<file path="config.mk">
export PLATFORM = sky130hd
export DESIGN_NAME = funct_unit_ctrl
export DESIGN_NICKNAME = d
export VERILOG_FILES = /design/src/rtl/fu_pkg.sv /design/src/rtl/multu_core.sv /design/src/rtl/funct_unit_ctrl.sv
export SDC_FILE = /design/constraint.sdc
export NUM_CORES = 1
export LEC_CHECK = 0
export ABC_AREA = 1
export ABC_CLOCK_PERIOD_IN_PS = 9300
export BUFFER_PORTS_ARGS = -buffer_cell sky130_fd_sc_hd__clkbuf_2
export CAP_MARGIN = 20
export CORE_MARGIN = 10
export CORE_UTILIZATION = 33
export DETAILED_ROUTE_END_ITERATION = 8
export PLACE_DENSITY_LB_ADDON = 0.2
export RECOVER_POWER = 50
export SLEW_MARGIN = 20
export SYNTH_ARGS = -nofsm -noshare
export SYNTH_HDL_FRONTEND = slang
export SYNTH_SLANG_ARGS = --single-unit
</file>
<file path="constraint.sdc">
create_clock -name clk -period 9.3 [get_ports clk]
set_input_delay 1.395 -clock clk [delete_from_list [all_inputs] [get_ports clk]]
set_output_delay 1.395 -clock clk [all_outputs]
set_load 0.1 [all_outputs]
</file>
<file path="src/rtl/fu_pkg.sv">
// Shared definitions for the execute-stage functional unit controller:
// funct codes, FSM state encoding and the default datapath width.
package fu_pkg;

  localparam int WIDTH = 32;

  localparam logic [5:0] FN_AND   = 6'b100100;
  localparam logic [5:0] FN_OR    = 6'b100101;
  localparam logic [5:0] FN_ADD   = 6'b100000;
  localparam logic [5:0] FN_SUB   = 6'b100010;
  localparam logic [5:0] FN_SLT   = 6'b101010;
  localparam logic [5:0] FN_MULTU = 6'b011001;
  localparam logic [5:0] FN_MFHI  = 6'b010000;
  localparam logic [5:0] FN_MFLO  = 6'b010010;

  typedef enum logic [1:0] {
    ST_IDLE = 2'b00,
    ST_ALU  = 2'b01,
    ST_MUL  = 2'b10,
    ST_FIN  = 2'b11
  } state_t;

  function automatic logic is_alu_op(input logic [5:0] f);
    return (f == FN_AND) || (f == FN_OR) || (f == FN_ADD) ||
           (f == FN_SUB) || (f == FN_SLT);
  endfunction

endpackage

</file>
<file path="src/rtl/multu_core.sv">
// Iterative shift-add unsigned multiplier owning HI/LO, the multiplicand
// register and the iteration counter; one iteration per step cycle.
module multu_core
  import fu_pkg::*;
#(
  parameter int WIDTH     = fu_pkg::WIDTH,
  parameter int MUL_ITERS = WIDTH
) (
  input  logic             clk,
  input  logic             reset,
  input  logic             load,
  input  logic             step,
  input  logic [WIDTH-1:0] opa,
  input  logic [WIDTH-1:0] opb,
  output logic             last,
  output logic [WIDTH-1:0] hi,
  output logic [WIDTH-1:0] lo
);

  localparam int CW = $clog2(MUL_ITERS) + 1;

  logic [WIDTH-1:0] hi_q, hi_d;
  logic [WIDTH-1:0] lo_q, lo_d;
  logic [WIDTH-1:0] mcand_q, mcand_d;
  logic [CW-1:0]    cnt_q, cnt_d;
  logic [WIDTH:0]   sum;

  // {C,HI} = HI + (LO[0] ? mcand : 0), then {C,HI,LO} shifts right by one
  assign sum = {1'b0, hi_q} + (lo_q[0] ? {1'b0, mcand_q} : '0);

  always_comb begin
    hi_d    = hi_q;
    lo_d    = lo_q;
    mcand_d = mcand_q;
    cnt_d   = cnt_q;
    if (load) begin
      hi_d    = '0;
      lo_d    = opa;
      mcand_d = opb;
      cnt_d   = '0;
    end else if (step) begin
      hi_d  = sum[WIDTH:1];
      lo_d  = {sum[0], lo_q[WIDTH-1:1]};
      cnt_d = cnt_q + 1'b1;
    end
  end

  always_ff @(posedge clk or posedge reset) begin
    if (reset) begin
      hi_q    <= '0;
      lo_q    <= '0;
      mcand_q <= '0;
      cnt_q   <= '0;
    end else begin
      hi_q    <= hi_d;
      lo_q    <= lo_d;
      mcand_q <= mcand_d;
      cnt_q   <= cnt_d;
    end
  end

  assign last = (cnt_q == CW'(MUL_ITERS - 1));
  assign hi   = hi_q;
  assign lo   = lo_q;

endmodule

</file>
<file path="src/rtl/funct_unit_ctrl.sv">
// Execute-stage issue/sequencing controller: drives the shared ALU for
// single-cycle ops, runs MULTU internally and serves MFHI/MFLO from HI/LO.
module funct_unit_ctrl
  import fu_pkg::*;
#(
  parameter int WIDTH     = fu_pkg::WIDTH,
  parameter int MUL_ITERS = WIDTH
) (
  input  logic             clk,
  input  logic             reset,
  input  logic             start,
  input  logic [5:0]       funct,
  input  logic [WIDTH-1:0] opA,
  input  logic [WIDTH-1:0] opB,
  output logic             busy,
  output logic             done,
  output logic             err,
  output logic [WIDTH-1:0] result,
  output logic [5:0]       alu_signal,
  output logic [WIDTH-1:0] alu_a,
  output logic [WIDTH-1:0] alu_b,
  input  logic [WIDTH-1:0] alu_out
);

  state_t state_q, state_d;

  logic [5:0]       alu_signal_q;
  logic [WIDTH-1:0] alu_a_q, alu_b_q;
  logic [WIDTH-1:0] result_q;
  logic             err_q;

  logic             accept;
  logic             mul_load, mul_step, mul_last;
  logic [WIDTH-1:0] hi, lo;

  assign accept = (state_q == ST_IDLE) && start;

  always_ff @(posedge clk or posedge reset) begin
    if (reset) state_q <= ST_IDLE;
    else       state_q <= state_d;
  end

  always_comb begin
    state_d = state_q;
    case (state_q)
      ST_IDLE: begin
        if (start) begin
          if (is_alu_op(funct))      state_d = ST_ALU;
          else if (funct == FN_MULTU) state_d = ST_MUL;
          else                       state_d = ST_FIN;
        end
      end
      ST_ALU:  state_d = ST_FIN;
      ST_MUL:  if (mul_last) state_d = ST_FIN;
      ST_FIN:  state_d = ST_IDLE;
      default: state_d = ST_IDLE;
    endcase
  end

  always_comb begin
    busy     = 1'b0;
    done     = 1'b0;
    mul_load = 1'b0;
    mul_step = 1'b0;
    case (state_q)
      ST_IDLE: mul_load = start && (funct == FN_MULTU);
      ST_ALU:  busy = 1'b1;
      ST_MUL: begin
        busy     = 1'b1;
        mul_step = 1'b1;
      end
      ST_FIN:  done = 1'b1;
      default: ;
    endcase
  end

  // ALU drive registers double as the latched operands; they hold when idle
  always_ff @(posedge clk or posedge reset) begin
    if (reset) begin
      alu_signal_q <= 6'b000000;
      alu_a_q      <= '0;
      alu_b_q      <= '0;
      result_q     <= '0;
      err_q        <= 1'b0;
    end else if (accept) begin
      err_q <= 1'b0;
      case (funct)
        FN_AND, FN_OR, FN_ADD, FN_SUB, FN_SLT: begin
          alu_signal_q <= funct;
          alu_a_q      <= opA;
          alu_b_q      <= opB;
        end
        FN_MULTU: result_q <= '0;
        FN_MFHI:  result_q <= hi;
        FN_MFLO:  result_q <= lo;
        default: begin
          result_q <= '0;
          err_q    <= 1'b1;
        end
      endcase
    end else if (state_q == ST_ALU) begin
      result_q <= alu_out;
    end else if (state_q == ST_MUL) begin
      result_q <= '0;
    end
  end

  multu_core #(
    .WIDTH    (WIDTH),
    .MUL_ITERS(MUL_ITERS)
  ) u_multu (
    .clk  (clk),
    .reset(reset),
    .load (mul_load),
    .step (mul_step),
    .opa  (opA),
    .opb  (opB),
    .last (mul_last),
    .hi   (hi),
    .lo   (lo)
  );

  assign alu_signal = alu_signal_q;
  assign alu_a      = alu_a_q;
  assign alu_b      = alu_b_q;
  assign result     = result_q;
  assign err        = err_q;

endmodule

</file>
==> run metrics <==
Hold WC Path Type=flop to flop; gr ovfl total=0; most common cell after layout, fill and taps aside=nand2_1; cell count after synthesis=1,538; DP HPWL=around 27,000 µm; maximum fanout along the worst path=116; highest-count cells in the layout ignoring fill and taps=nand2_1, inv_1, dfrtp_1; Setup crit start kind=input port; syn nets=~1,700; DR pass1 iterations=8; I/O Pins=210; vias in the first global route=about 10,000; Worst-Margin Slew=roughly 4500 ps; initial antenna violation count=0; Detail Route Antenna Nets=0; DIE HEIGHT=205 µm; Area growth syn-to-layout=18.2%; PD cells=between 300 and 400 mW/mm²; VDD IR-drop max=just over 0.4 mV; Mapped Avg Cell Area=7.38 µm²; port bufs=between 200 and 250; layout cells sized above 1=0.127; # Post-CTS Setup Buffers=0; Crit Path Class=input port to flop; htree depth=1; final hold vios=0; Final setup violation count=0; fin nets=between 1,500 and 2,000; Row Count=67; core area=0.0337 mm²; Worst-Skew Late Latency=550 ps; sequential fraction of the synthesis area=0.457; clock sink count=slightly above 200; n_diodes=0; Crit path arrival time=between 5000 and 6000 ps; final setup TNS=0 ps; final wirelength=~36,000 µm; Synth Register Bits=207; GRT Total Usage=0.169; Via Count=10,300; Post-CTS Hold Buffers=0; failing checks=max-capacitance violations, max-slew violations; max-cap violations=2; DRC=0; post-synth cell types=39; FMAX=between 150 and 200 MHz; first-pass GRT wire length=57,200 µm; area share of the leading cell type in the synthesized netlist=0.457; Post-Syn Area=between 0.01 and 0.015 mm²; CTS max path bufs=3; pin count of the biggest net entering global routing=roughly 120; routability cong.=a little over 0.9; drt wl/cell=16.6 µm; DRT iter0 DRCs=585; static leakage=~7.4 nW; die width=approximately 200 µm; final core utilization=0.398; yosys warns=0; CTS buffer count=25; fin crit period=5350 ps; Layout Skew=around 25 ps; Critical Path Sink Type=flop; pins over their slew limit=between 100 and 150; RSZ-0062 raised after global routing=false; post-CTS resize count=0; vias per cell=4.71; Tcrit/Tclk final=0.575; Die Area=roughly 0.042 mm²; Yosys top cell by area=dfrtp_1; Worst EP required=approximately 10000 ps; Root Buffer=clkbuf_16; Starting Density=0.337; CTS tree=yes; top post-synthesis cells by area=dfrtp_1, nand2_1, inv_1; status=complete, but fails checks; Clock transition at path regs=approximately 60 ps; slew margin rel.=-1.99
==> area by class of cell <==
| cell class | count | area (µm²) |
|---|---|---|
| flip-flops and latches | 207 | 5180 |
| repair buffers | 217 | 1050 |
| clock buffers | 37 | 741 |
| inverters | 273 | 1030 |
| fillers | 3624 | 20300 |
| clock inverters | 6 | 70.1 |
| well taps | 448 | 561 |
| multi-input cells | 997 | 4780 |
==> cells by family after synthesis <==
family,share of synthesized area
flip-flops,0.457
AND/OR/NAND/NOR,0.262
buffers and inverters,0.121
XOR/XNOR,0.00309
adder cells (fa/ha/maj),0.0426
AO/OA/AOI/OAI,0.115
==> where the power goes <==
group / internal, mW / switching (mW) / leakage [nW]
combinational: 0.350 / 2.08 / 4.21
sequential: 1.19 / 0.162 / 2.76
clock: 0.577 / 0.398 / 0.404
total: 2.11 / 2.64 / 7.37
==> critical path: stages <==
cell and delay, ps:
clkbuf_2 90, nand2_1 750, nor2_1 1880, inv_6 690, o31ai_4 390, buf_4 370, nand2_1 90, nand3_1 80
==> per-stage QoR <==
step / total power [mW] / cell area, µm² / std cells / hold slack, ps / setup slack (ps)
3_5_place_dp: 3.84 / 12700 / 2142 / 451 / 4300
3_3_place_gp: 3.82 / 12700 / 2142 / 454 / 4380
4_1_cts: 4.83 / 13500 / 2185 / 473 / 4890
2_1_floorplan: 3.39 / 11300 / 1538 / 449 / 2250
5_1_grt: 5.00 / 13400 / 2185 / 501 / 3350
6_report: 4.75 / 13400 / 2185 / 471 / 3950
==> registers in the layout, summed over array words and instances (netlist names) <==
signal / flops
alu_b: 32
u_multu.hi: 32
alu_a: 32
u_multu.cnt_q: 6
state_q: 2
err: 1
alu_signal: 6
u_multu.lo: 32
u_multu.mcand_q: 32
result: 32
==> metal layers <==
metal	up-vias	part of all wire	GRT usage	wire length (µm)
met1	4810	0.42	0.208	15400
li1	5208	-	-	-
met5	-	0	0	0
met3	61	0.047	0.0281	1720
met4	0	0.029	0.0528	1070
met2	213	0.50	0.295	18100
==> Yosys cell counts <==
cell type,n
o21ai_1,45
fa_1,1
o221ai_1,31
o31ai_4,1
nand4_2,1
or2_2,1
nand4_1,8
nor3_1,8
nor2_2,1
a41oi_1,1
clkbuf_1,28
o21a_1,1
a31oi_1,1
ha_1,37
nand2_4,1
buf_4,7
a21oi_1,34
buf_1,3
o21bai_1,2
xnor2_1,4
nor2_4,1
o22ai_1,38
and2_1,2
a21o_1,1
nor2_1,53
inv_2,5
o211ai_1,1
buf_2,13
nand2_2,3
dfrtp_1,207
nand3_1,106
clkbuf_2,1
nor3b_1,1
inv_4,1
nand3_4,1
o21ai_0,66
inv_1,267
nand2_1,546
buf_6,9
==> worst paths after layout <==
path	cells after the start	endpoint	start	slack (ps)
worst max-delay path	8	result[18]	start	3950
worst min-delay path	2	alu_b[31]	alu_b[31]	470
worst max register to register	9	result[18]	state_q[1]	4090
worst min register to register	2	alu_b[31]	alu_b[31]	470
max in group asynchronous	3	u_multu.hi[16]	reset	4850
min in group asynchronous	2	alu_b[6]	reset	2190
(Power assumes the default switching activity.)
